**config.mk**
```make
export PLATFORM = sky130hd
export DESIGN_NAME = vga_line_prefetch
export DESIGN_NICKNAME = d
export VERILOG_FILES = /design/src/rtl/vga_line_prefetch_pkg.sv /design/src/rtl/vga_line_prefetch_fifo.sv /design/src/rtl/vga_line_prefetch.sv
export SDC_FILE = /design/constraint.sdc
export NUM_CORES = 2
export LEC_CHECK = 0
export ABC_AREA = 1
export BUFFER_PORTS_ARGS = -buffer_cell sky130_fd_sc_hd__buf_2
export CAP_MARGIN = 40
export CORE_MARGIN = 5
export CORE_UTILIZATION = 40
export DETAILED_ROUTE_END_ITERATION = 10
export HOLD_SLACK_MARGIN = 0.03
export PLACE_DENSITY_LB_ADDON = 0.2
export SKIP_LAST_GASP = 1
export SYNTH_ARGS = -nofsm -noshare
export SYNTH_HDL_FRONTEND = slang
export SYNTH_SLANG_ARGS = --single-unit
```
**constraint.sdc**
```tcl
create_clock -name wb_clk_i -period 4.45 [get_ports wb_clk_i]
set_input_delay 0.2225 -clock wb_clk_i [delete_from_list [all_inputs] [get_ports wb_clk_i]]
set_output_delay 0.2225 -clock wb_clk_i [all_outputs]
set_load 0.01 [all_outputs]
```
**src/rtl/vga_line_prefetch_pkg.sv**
```systemverilog
// Shared types and width helpers for the VGA line prefetcher.
package vga_prefetch_pkg;

   typedef enum logic [2:0] {
      IDLE  = 3'd0,
      FETCH = 3'd1,
      PAUSE = 3'd2,
      DONE  = 3'd3,
      ERR   = 3'd4
   } state_e;

   localparam logic [3:0] WB_SEL_ALL = 4'hF;

   function automatic int ppw_of(input int bpp);
      return 32 / bpp;
   endfunction

   // Index width for n distinct values, never narrower than one bit.
   function automatic int idx_w(input int n);
      return (n > 1) ? $clog2(n) : 1;
   endfunction

   // Width of a counter that must hold the value n itself.
   function automatic int cnt_w(input int n);
      return $clog2(n + 1);
   endfunction

endpackage

```
**src/rtl/vga_line_prefetch_fifo.sv**
```systemverilog
// First-word-fall-through word FIFO; dout shows the head entry whenever count > 0.
module sync_fifo_fwft
   import vga_prefetch_pkg::*;
#(
   parameter int WIDTH = 32,
   parameter int DEPTH = 64
) (
   input  logic                       clk,
   input  logic                       rst,
   input  logic                       push,
   input  logic                       pop,
   input  logic                       flush,
   input  logic [WIDTH-1:0]           din,
   output logic [WIDTH-1:0]           dout,
   output logic [cnt_w(DEPTH)-1:0]    count,
   output logic                       empty,
   output logic                       full
);

   localparam int AW = idx_w(DEPTH);
   localparam int CW = cnt_w(DEPTH);

   logic [WIDTH-1:0] mem [DEPTH];
   logic [AW-1:0]    wr_ptr;
   logic [AW-1:0]    rd_ptr;
   logic             do_push;
   logic             do_pop;

   assign full    = (count == CW'(DEPTH));
   assign empty   = (count == '0);
   assign do_push = push && !full && !flush;
   assign do_pop  = pop && !empty && !flush;
   assign dout    = mem[rd_ptr];

   // Pointers wrap naturally because DEPTH is a power of two.
   always_ff @(posedge clk or posedge rst) begin
      if (rst) begin
         wr_ptr <= '0;
         rd_ptr <= '0;
         count  <= '0;
      end else if (flush) begin
         wr_ptr <= '0;
         rd_ptr <= '0;
         count  <= '0;
      end else begin
         if (do_push) wr_ptr <= wr_ptr + 1'b1;
         if (do_pop)  rd_ptr <= rd_ptr + 1'b1;
         if (do_push && !do_pop)
            count <= count + 1'b1;
         else if (!do_push && do_pop)
            count <= count - 1'b1;
      end
   end

   always_ff @(posedge clk) begin
      if (do_push) mem[wr_ptr] <= din;
   end

endmodule

```
**src/rtl/vga_line_prefetch.sv**
```systemverilog
// Wishbone classic read master streaming a frame from VRAM into a FWFT FIFO,
// unpacked into BPP-wide pixels for a same-clock consumer.
//
// state | meaning
// IDLE  | waiting for frame_start_i
// FETCH | cyc/stb asserted, waiting for ack/rty/err
// PAUSE | bus idle, FIFO above low watermark
// DONE  | whole frame fetched
// ERR   | bus halted after err_i or retry exhaustion
module vga_line_prefetch
   import vga_prefetch_pkg::*;
#(
   parameter int H_WORDS    = 160,
   parameter int V_LINES    = 480,
   parameter int FIFO_DEPTH = 64,
   parameter int LOW_WM     = 16,
   parameter int BPP        = 8,
   parameter int MAX_RETRY  = 3
) (
   input  logic            wb_clk_i,
   input  logic            wb_rst_i,
   input  logic [31:0]     base_adr_i,
   input  logic            frame_start_i,
   input  logic            pix_rd_i,
   output logic [BPP-1:0]  pix_o,
   output logic            pix_valid_o,
   output logic            underrun_o,
   output logic            err_o,
   output logic            wb_cyc_o,
   output logic            wb_stb_o,
   output logic [31:0]     wb_adr_o,
   output logic            wb_we_o,
   output logic [3:0]      wb_sel_o,
   output logic [31:0]     wb_dat_o,
   input  logic            wb_ack_i,
   input  logic            wb_err_i,
   input  logic            wb_rty_i,
   input  logic [31:0]     wb_dat_i
);

   localparam int PPW    = ppw_of(BPP);
   localparam int TOTAL  = H_WORDS * V_LINES;
   localparam int WIDX_W = cnt_w(TOTAL);
   localparam int CNT_W  = cnt_w(FIFO_DEPTH);
   localparam int PIX_W  = idx_w(PPW);
   localparam int RTY_W  = idx_w(MAX_RETRY + 1);

   localparam logic [2:0] S_IDLE  = IDLE;
   localparam logic [2:0] S_FETCH = FETCH;
   localparam logic [2:0] S_PAUSE = PAUSE;
   localparam logic [2:0] S_DONE  = DONE;
   localparam logic [2:0] S_ERR   = ERR;

   logic [2:0]        state;
   logic [WIDX_W-1:0] word_idx;
   logic [31:0]       base;
   logic [RTY_W-1:0]  retry_cnt;
   logic [PIX_W-1:0]  pix_idx;

   logic [31:0]       head;
   logic [CNT_W-1:0]  count;
   logic [CNT_W-1:0]  cnt_after;
   logic              empty;
   logic              full;
   logic              take_err;
   logic              take_rty;
   logic              take_ack;
   logic              push;
   logic              pop;
   logic              last_pix;

   assign wb_stb_o = (state == S_FETCH);
   assign wb_cyc_o = wb_stb_o;
   assign wb_adr_o = base + (32'(word_idx) << 2);
   assign wb_we_o  = 1'b0;
   assign wb_sel_o = WB_SEL_ALL;
   assign wb_dat_o = '0;

   assign take_err = wb_stb_o && wb_err_i;
   assign take_rty = wb_stb_o && !wb_err_i && wb_rty_i;
   assign take_ack = wb_stb_o && !wb_err_i && !wb_rty_i && wb_ack_i;

   assign push      = take_ack && !full;
   assign last_pix  = (pix_idx == PIX_W'(PPW - 1));
   assign pop       = pix_rd_i && !empty && last_pix;
   assign cnt_after = count + CNT_W'(1) - CNT_W'(pop);

   assign pix_valid_o = !empty;

   always_comb begin
      pix_o = '0;
      if (!empty) pix_o = head[pix_idx*BPP +: BPP];
   end

   // frame_start_i flushes the FIFO, so an ack landing on the same edge is dropped.
   sync_fifo_fwft #(
      .WIDTH (32),
      .DEPTH (FIFO_DEPTH)
   ) u_fifo (
      .clk   (wb_clk_i),
      .rst   (wb_rst_i),
      .push  (push),
      .pop   (pop),
      .flush (frame_start_i),
      .din   (wb_dat_i),
      .dout  (head),
      .count (count),
      .empty (empty),
      .full  (full)
   );

   always_ff @(posedge wb_clk_i or posedge wb_rst_i) begin
      if (wb_rst_i) begin
         state      <= S_IDLE;
         word_idx   <= '0;
         base       <= '0;
         retry_cnt  <= '0;
         pix_idx    <= '0;
         underrun_o <= 1'b0;
         err_o      <= 1'b0;
      end else if (frame_start_i) begin
         state      <= S_FETCH;
         word_idx   <= '0;
         base       <= base_adr_i;
         retry_cnt  <= '0;
         pix_idx    <= '0;
         underrun_o <= 1'b0;
         err_o      <= 1'b0;
      end else begin
         if (pix_rd_i && empty) underrun_o <= 1'b1;
         if (pix_rd_i && !empty) pix_idx <= last_pix ? '0 : pix_idx + 1'b1;

         case (state)
            S_FETCH: begin
               if (take_err) begin
                  state <= S_ERR;
                  err_o <= 1'b1;
               end else if (take_rty) begin
                  if (retry_cnt == RTY_W'(MAX_RETRY)) begin
                     state <= S_ERR;
                     err_o <= 1'b1;
                  end else begin
                     retry_cnt <= retry_cnt + 1'b1;
                  end
               end else if (take_ack) begin
                  word_idx  <= word_idx + 1'b1;
                  retry_cnt <= '0;
                  if (word_idx == WIDX_W'(TOTAL - 1))
                     state <= S_DONE;
                  else if (cnt_after == CNT_W'(FIFO_DEPTH))
                     state <= S_PAUSE;
               end
            end
            S_PAUSE: begin
               if (count <= CNT_W'(LOW_WM)) state <= S_FETCH;
            end
            default: ;
         endcase
      end
   end

endmodule

```
Word level (Yosys, flattened, before mapping)
Memory sizes are Yosys's and may differ from the RTL's.
Index checks and enable logic that the tools add are counted.
W data, S select, Z words.
{"block": "totals", "ram_bits": 2048, "memories": 1, "input_bits": 71, "word_cells": 114, "ff_bits": 77, "out_inout_bits": 82}
{"memory": "u_fifo.mem", "depth": 64, "width": 32, "rd": 1, "rd_ports_with_merged_regs": 0, "wr": 1, "line": "vga_line_prefetch_fifo.sv:23", "source": "logic [WIDTH-1:0] mem [DEPTH];"}
{"block": "op_classes", "add_sub_neg": 9, "shift": 1, "magnitude_cmp": 1, "n_mux": 40, "n_eq_ne": 14, "reduce_logical": 38}
{"operator": "$mux W17", "count": 5}
{"operator": "$add A32 B19 Y32", "count": 1}
{"operator": "$shiftx A32 B6 Y8", "count": 1}
{"operator": "$mux W3", "count": 8}
{"operator": "$mux W6", "count": 4}
{"operator": "$mux W7", "count": 3}
{"operator": "$mux W2", "count": 9}
{"operator": "$add A17 B1 Y17 const B", "count": 1}
{"operator": "$eq A17 B17 Y1 const B", "count": 1}
{"operator": "$logic_and A1 B1 Y1", "count": 15}
{"operator": "$reduce_bool A3 Y1", "count": 5}
{"operator": "$eq A7 B7 Y1 const B", "count": 2}
{"operator": "$add A6 B1 Y6 const B", "count": 2}
{"operator": "$reduce_bool A2 Y1", "count": 6}
{"operator": "$mux W1", "count": 9}
{"operator": "$mux W8", "count": 1}
{"operator": "$reduce_and A4 Y1", "count": 2}
{"operator": "$add A7 B1 Y7 const B", "count": 1}
{"operator": "$le A7 B5 Y1 const B", "count": 1}
{"operator": "$logic_not A1 Y1", "count": 7}
{"operator": "$logic_not A7 Y1", "count": 1}
{"operator": "$sub A7 B1 Y7", "count": 1}
{"operator": "$sub A7 B1 Y7 const B", "count": 1}
{"operator": "$ne A3 B3 Y1 const B", "count": 2}
{"operator": "11 further kinds", "count": 14}

Logic depth before layout (Yosys ltp)
{"block": "logic_depth", "word_depth": 13, "mapped_depth": 19, "ltp_nobuf": 19}

Cells and area by module
Synthesis repeated with hierarchy kept, for this count alone.
{"block": "hier_totals", "hier_cells": 7633, "area_unflattened_um2": 87970.6}
{"module": "sync_fifo_fwft", "cells_per_inst": 6883, "area_each_um2": 82975.8, "seq_area_each_um2": 61974.4, "instances": 1}
{"module": "vga_line_prefetch", "cells_per_inst": 750, "area_each_um2": 4994.8, "seq_area_each_um2": 1451.4, "instances": 1}

Worst setup path after synthesis
Ideal clock, no wire load.
{"block": "synth_path", "path_type": "register to register", "startpoint": "register u_fifo.count[0]", "endpoint": "memory u_fifo.mem[10][0] (enable)", "setup_time_ps": 421, "slack_ps": 1133, "synth_period_minus_slack_ps": 3317, "path_buffers": 1, "t_required_ps": 4029, "path_stages_with_launch": 11, "arrival_ps": 2896, "path_cell_list": "dfrtp_1 inv_1 ha_1 nand3_1 nor2_4 nand3_1 nand2_2 nor2_8 buf_2 nand2_1 nor2_1"}
{"block": "synth_between", "elab_chain_cells": 7}
{"element": "start: declaration", "line": "vga_line_prefetch_fifo.sv:15", "source": "output logic [cnt_w(DEPTH)-1:0] count,"}
{"element": "start signal: assignment", "line": "vga_line_prefetch_fifo.sv:49", "source": "count <= count + 1'b1;"}
{"element": "start signal: assignment", "line": "vga_line_prefetch_fifo.sv:51", "source": "count <= count - 1'b1;"}
{"element": "$eq A7 B7 Y1 (*)", "line": "vga_line_prefetch_fifo.sv:29", "source": "assign full = (count == CW'(DEPTH));"}
{"element": "$logic_not A1 Y1 (*)", "line": "vga_line_prefetch_fifo.sv:31, vga_line_prefetch.sv:83"}
{"element": "$logic_and A1 B1 Y1", "line": "vga_line_prefetch.sv:83", "source": "assign push = take_ack && !full;"}
{"element": "$logic_and A1 B1 Y1 (*) (2 in series)", "line": "vga_line_prefetch_fifo.sv:31", "source": "assign do_push = push && !full && !flush;"}
{"element": "$mux W1 (*)", "line": "vga_line_prefetch_fifo.sv:56", "source": "if (do_push) mem[wr_ptr] <= din;"}
{"element": "$mux W1 (not written as such) (*)", "line": "vga_line_prefetch_fifo.sv:56"}
{"element": "end: declaration", "line": "vga_line_prefetch_fifo.sv:23"}
Mark *: on every way between the ends. The rest lies on a longest branch, timed or not.

Final worst setup path
{"block": "layout_path", "startpoint": "register u_fifo.rd_ptr[2]", "endpoint": "output pix_o[0]"}
{"block": "layout_between", "elab_chain_cells": 3}
{"element": "start: declaration", "line": "vga_line_prefetch_fifo.sv:25", "source": "logic [AW-1:0] rd_ptr;"}
{"element": "start signal: assignment", "line": "vga_line_prefetch_fifo.sv:47", "source": "if (do_pop) rd_ptr <= rd_ptr + 1'b1;"}
{"element": "$mem_v2 Z64 W32"}
{"element": "$shiftx A32 B6 Y8", "line": "vga_line_prefetch.sv:92", "source": "if (!empty) pix_o = head[pix_idx*BPP +: BPP];"}
{"element": "$mux W8", "line": "vga_line_prefetch.sv:92"}
{"element": "end: declaration", "line": "vga_line_prefetch.sv:25", "source": "output logic [BPP-1:0] pix_o,"}
No other way between the ends.

==> results.toml <==
[outcome]
outcome = "finished, final reports clean"

[timing]
finalClockSkew_ps = 34.4
fin_hold_ws_ps = 79.5
setup_viol = 0
slew_violations = 0
relSlewSlack = 0.387
fin_crit_sh = 0.996
worst_slew_pin_slew_ps = 920
fin_crit_ps = 4430
rsz0062_at_grt = "no"
max_freq_mhz = 226
finalHoldViolCount = 0

[worst_setup_path]
crit_chain = "clkinv_16 > buf_4 > nand3_1 > nand3_1 > nand3_1 > nand3_1 > nand2_1 > nor2_1 > nor2_1 > nor2_1 > buf_2"
cp_common_cell = "nand3_1"
cpMaxStageDelayCell = "dfrtp_4"
required_ps = 4230
path_class = "register to output port"
slowest_delay_ps = 800
start_kind = "register"
crit_arrival_ps = 4210
worstSetupEndpointType = "output port"
crit_family = "simple AND/OR/NAND/NOR gates"
crit_path_max_fanout = 54
crit_buf_inv = 3

[synthesis]
yosys.area.top_type = "edfxtp_1"
synth-simple-area-share = 0.221
synth.avg_cell_area_um2 = 11.8
synthTopCellsByArea = "edfxtp_1 (70%), nand3_1 (11%), nand2_1 (9.6%)"
synth_cell_types = 47
synth_top_family_by_area = "simple AND/OR/NAND/NOR gates"
netlist_instances = 7424
synth.top_cell.area_share = 0.704
muxShareOfSynthArea = 0.000115
synthAdderAreaFrac = 0.00381
ys_top_cells_by_count = "nand2_1 (2237), edfxtp_1 (2048), nand3_1 (1963)"
yosys.area_share.xor_xnor = 0.00371
synthFlopType = "edfxtp_1"
synth_edf_count = 2048
ys_ff_latch = 2125
synthMostInstantiatedCell = "nand2_1"
yosys_warnings = 0
async_flop_share = 0.0362
synth_seq_area_share = 0.726
synth_compound_area_frac = 0.0113
synth_area_mm2 = 0.0874

[power]
p_clk_frac = 0.412
powerDensity_mw_per_mm2 = 423
p_switching_uw = 9670
ir_drop_v = 0.000386
p_sw_frac = 0.230
p_leak_uw = 0.0349
p_int_uw = 32400
pwr-share-seq = 0.526
p_comb_frac = 0.063

[die]
fp-row-count = 171
fp.dieW_um = 477
die_height_um = 477
core-area_mm2 = 0.217
io_pins = 153
die_area_mm2 = 0.228
start_util = 0.402

[clocking]
cts_buffer_depth = 3
cts_tree = "done"
cts.sinks = 2125
clkLatencyLatePin_ps = 860
cts_made_buffers = 217
htreeDepth = 4
root_buffer = "clkbuf_16"
clkSlewWorstSetupHoldPaths_ps = 60

[route]
num_vias = 59000
dr.pass1.iters = 8
wl_um = 269000
route.detailed.drc = 0
drt_iter0_drc = 6596
avgViaCountPerCell = 5.55
wire_per_inst_um = 25.3
final_antenna_net_count = 0

[global_route]
grt_pass1_wl_um = 390000
grt-ovfl-total = 0
grtUsageTotal = 0.229
grt_max_degree = 127
grt_pass1_vias = 56200
antenna_found_initial = 4

[cells_and_area]
layout-drive-gt1-share = 0.0931
area_growth_pct = 13.7
layout.nets = 7683
postLayoutCoreUtil = 0.457

[run]
drv_cap = 0

[placement]
dp_hpwl_um = 141000
numPortBuffers = 115
gp_congestion = 0.853

[hold_path]
hold_class = "primary input to register"
through the flow:
stage               instance area (um^2)  instances  power (uW)  setup TNS, ps  worst slack (ps)
floorplan                          87500       7459       23900              0              1130
global placement                   92000      10200       25000              0               597
detailed placement                 92000      10200       25100              0               659
CTS                                99300      10600       42300           -170              -135
global route                       99400      10600       43300              0              14.0
finish                             99400      10600       42000              0              16.0
registers in the layout, indices dropped and copies added (netlist names):
signal	flops
base	32
err_o	1
pix_idx	2
retry_cnt	2
state	3
u_fifo.count	7
u_fifo.mem	2048
u_fifo.rd_ptr	6
u_fifo.wr_ptr	6
underrun_o	1
word_idx	17
worst paths after layout:
kind                                               from                           end  slack (ps)  cells past startpoint
hold / removal                             wb_dat_i[26]  u_fifo.mem[16][26]$_DFFE_PP_          80                      2
min in group asynchronous                      wb_rst_i        pix_idx[1]$_DFFE_PP0P_         460                      4
setup reg to reg                   state[2]$_DFFE_PP0P_  u_fifo.mem[34][15]$_DFFE_PP_         310                     11
hold reg to reg                     base[1]$_DFFE_PP0P_           base[1]$_DFFE_PP0P_         480                      2
setup / recovery           u_fifo.rd_ptr[2]$_DFFE_PP0P_                      pix_o[0]          20                     11
max in group asynchronous                      wb_rst_i   u_fifo.count[4]$_DFFE_PP0P_        2910                      6
logic make-up (layout without fill, tap and decap cells):
family,count (synthesis),count (layout)
flops,2125,2125
compound gates,180,180
mux,1,1
buf+inv,596,900
other cells,2,41
simple gates,4457,4457
xor+xnor,37,37
fa+ha+maj,26,26
routing by layer:
| layer | vias up | part of all wire | GRT usage |
|---|---|---|---|
| li1 | 26600 | - | - |
| met1 | 29600 | 0.43 | 0.323 |
| met2 | 2326 | 0.46 | 0.364 |
| met3 | 419 | 0.067 | 0.0306 |
| met4 | 0 | 0.038 | 0.0820 |
| met5 | - | 0 | 0 |
power groups by stage:
stage,registers (uW),clock network (uW),logic [uW]
final,22100,17300,2630
after global routing,22100,18400,2860
after CTS,22100,17600,2610
after detailed placement,22500,0,2550
after global placement,22500,0,2520
after floorplan,22500,0,1460
cell type report:
cell class	count	area [um^2]
diodes	4	10.0
clock buffers	286	5750
clock inverters	110	855
fillers	19600	118000
inverters	91	428
multi-input cells	4738	21600
flip-flops and latches	2125	63400
well taps	2854	3570
repair buffers	411	3680
repair inverters	2	20.0
timing repair:
item	in CTS	in global routing
endpoints found under the hold margin	388	0
endpoints found under the setup margin	8	8
cloned	1	1
resized for setup	5	7
hold buffers	60	0
setup buffers	1	4
cells in the final DEF, fill, tap and decap left out, types with 28 or more instances in the layout:
cell / instances
a21oi_1: 48
nor2_4: 66
clkbuf_1: 65
nand2_1: 2237
buf_12: 54
nand3_1: 1962
buf_2: 113
buf_4: 179
clkbuf_16: 219
o21ai_0: 83
nor2_1: 130
edfxtp_1: 2048
conb_1: 37
inv_1: 78
xor2_1: 28
dfrtp_1: 71
nor3_1: 29
dlygate4sd3_1: 60
clkinv_1: 64
Power figures use the tool's default switching activity.
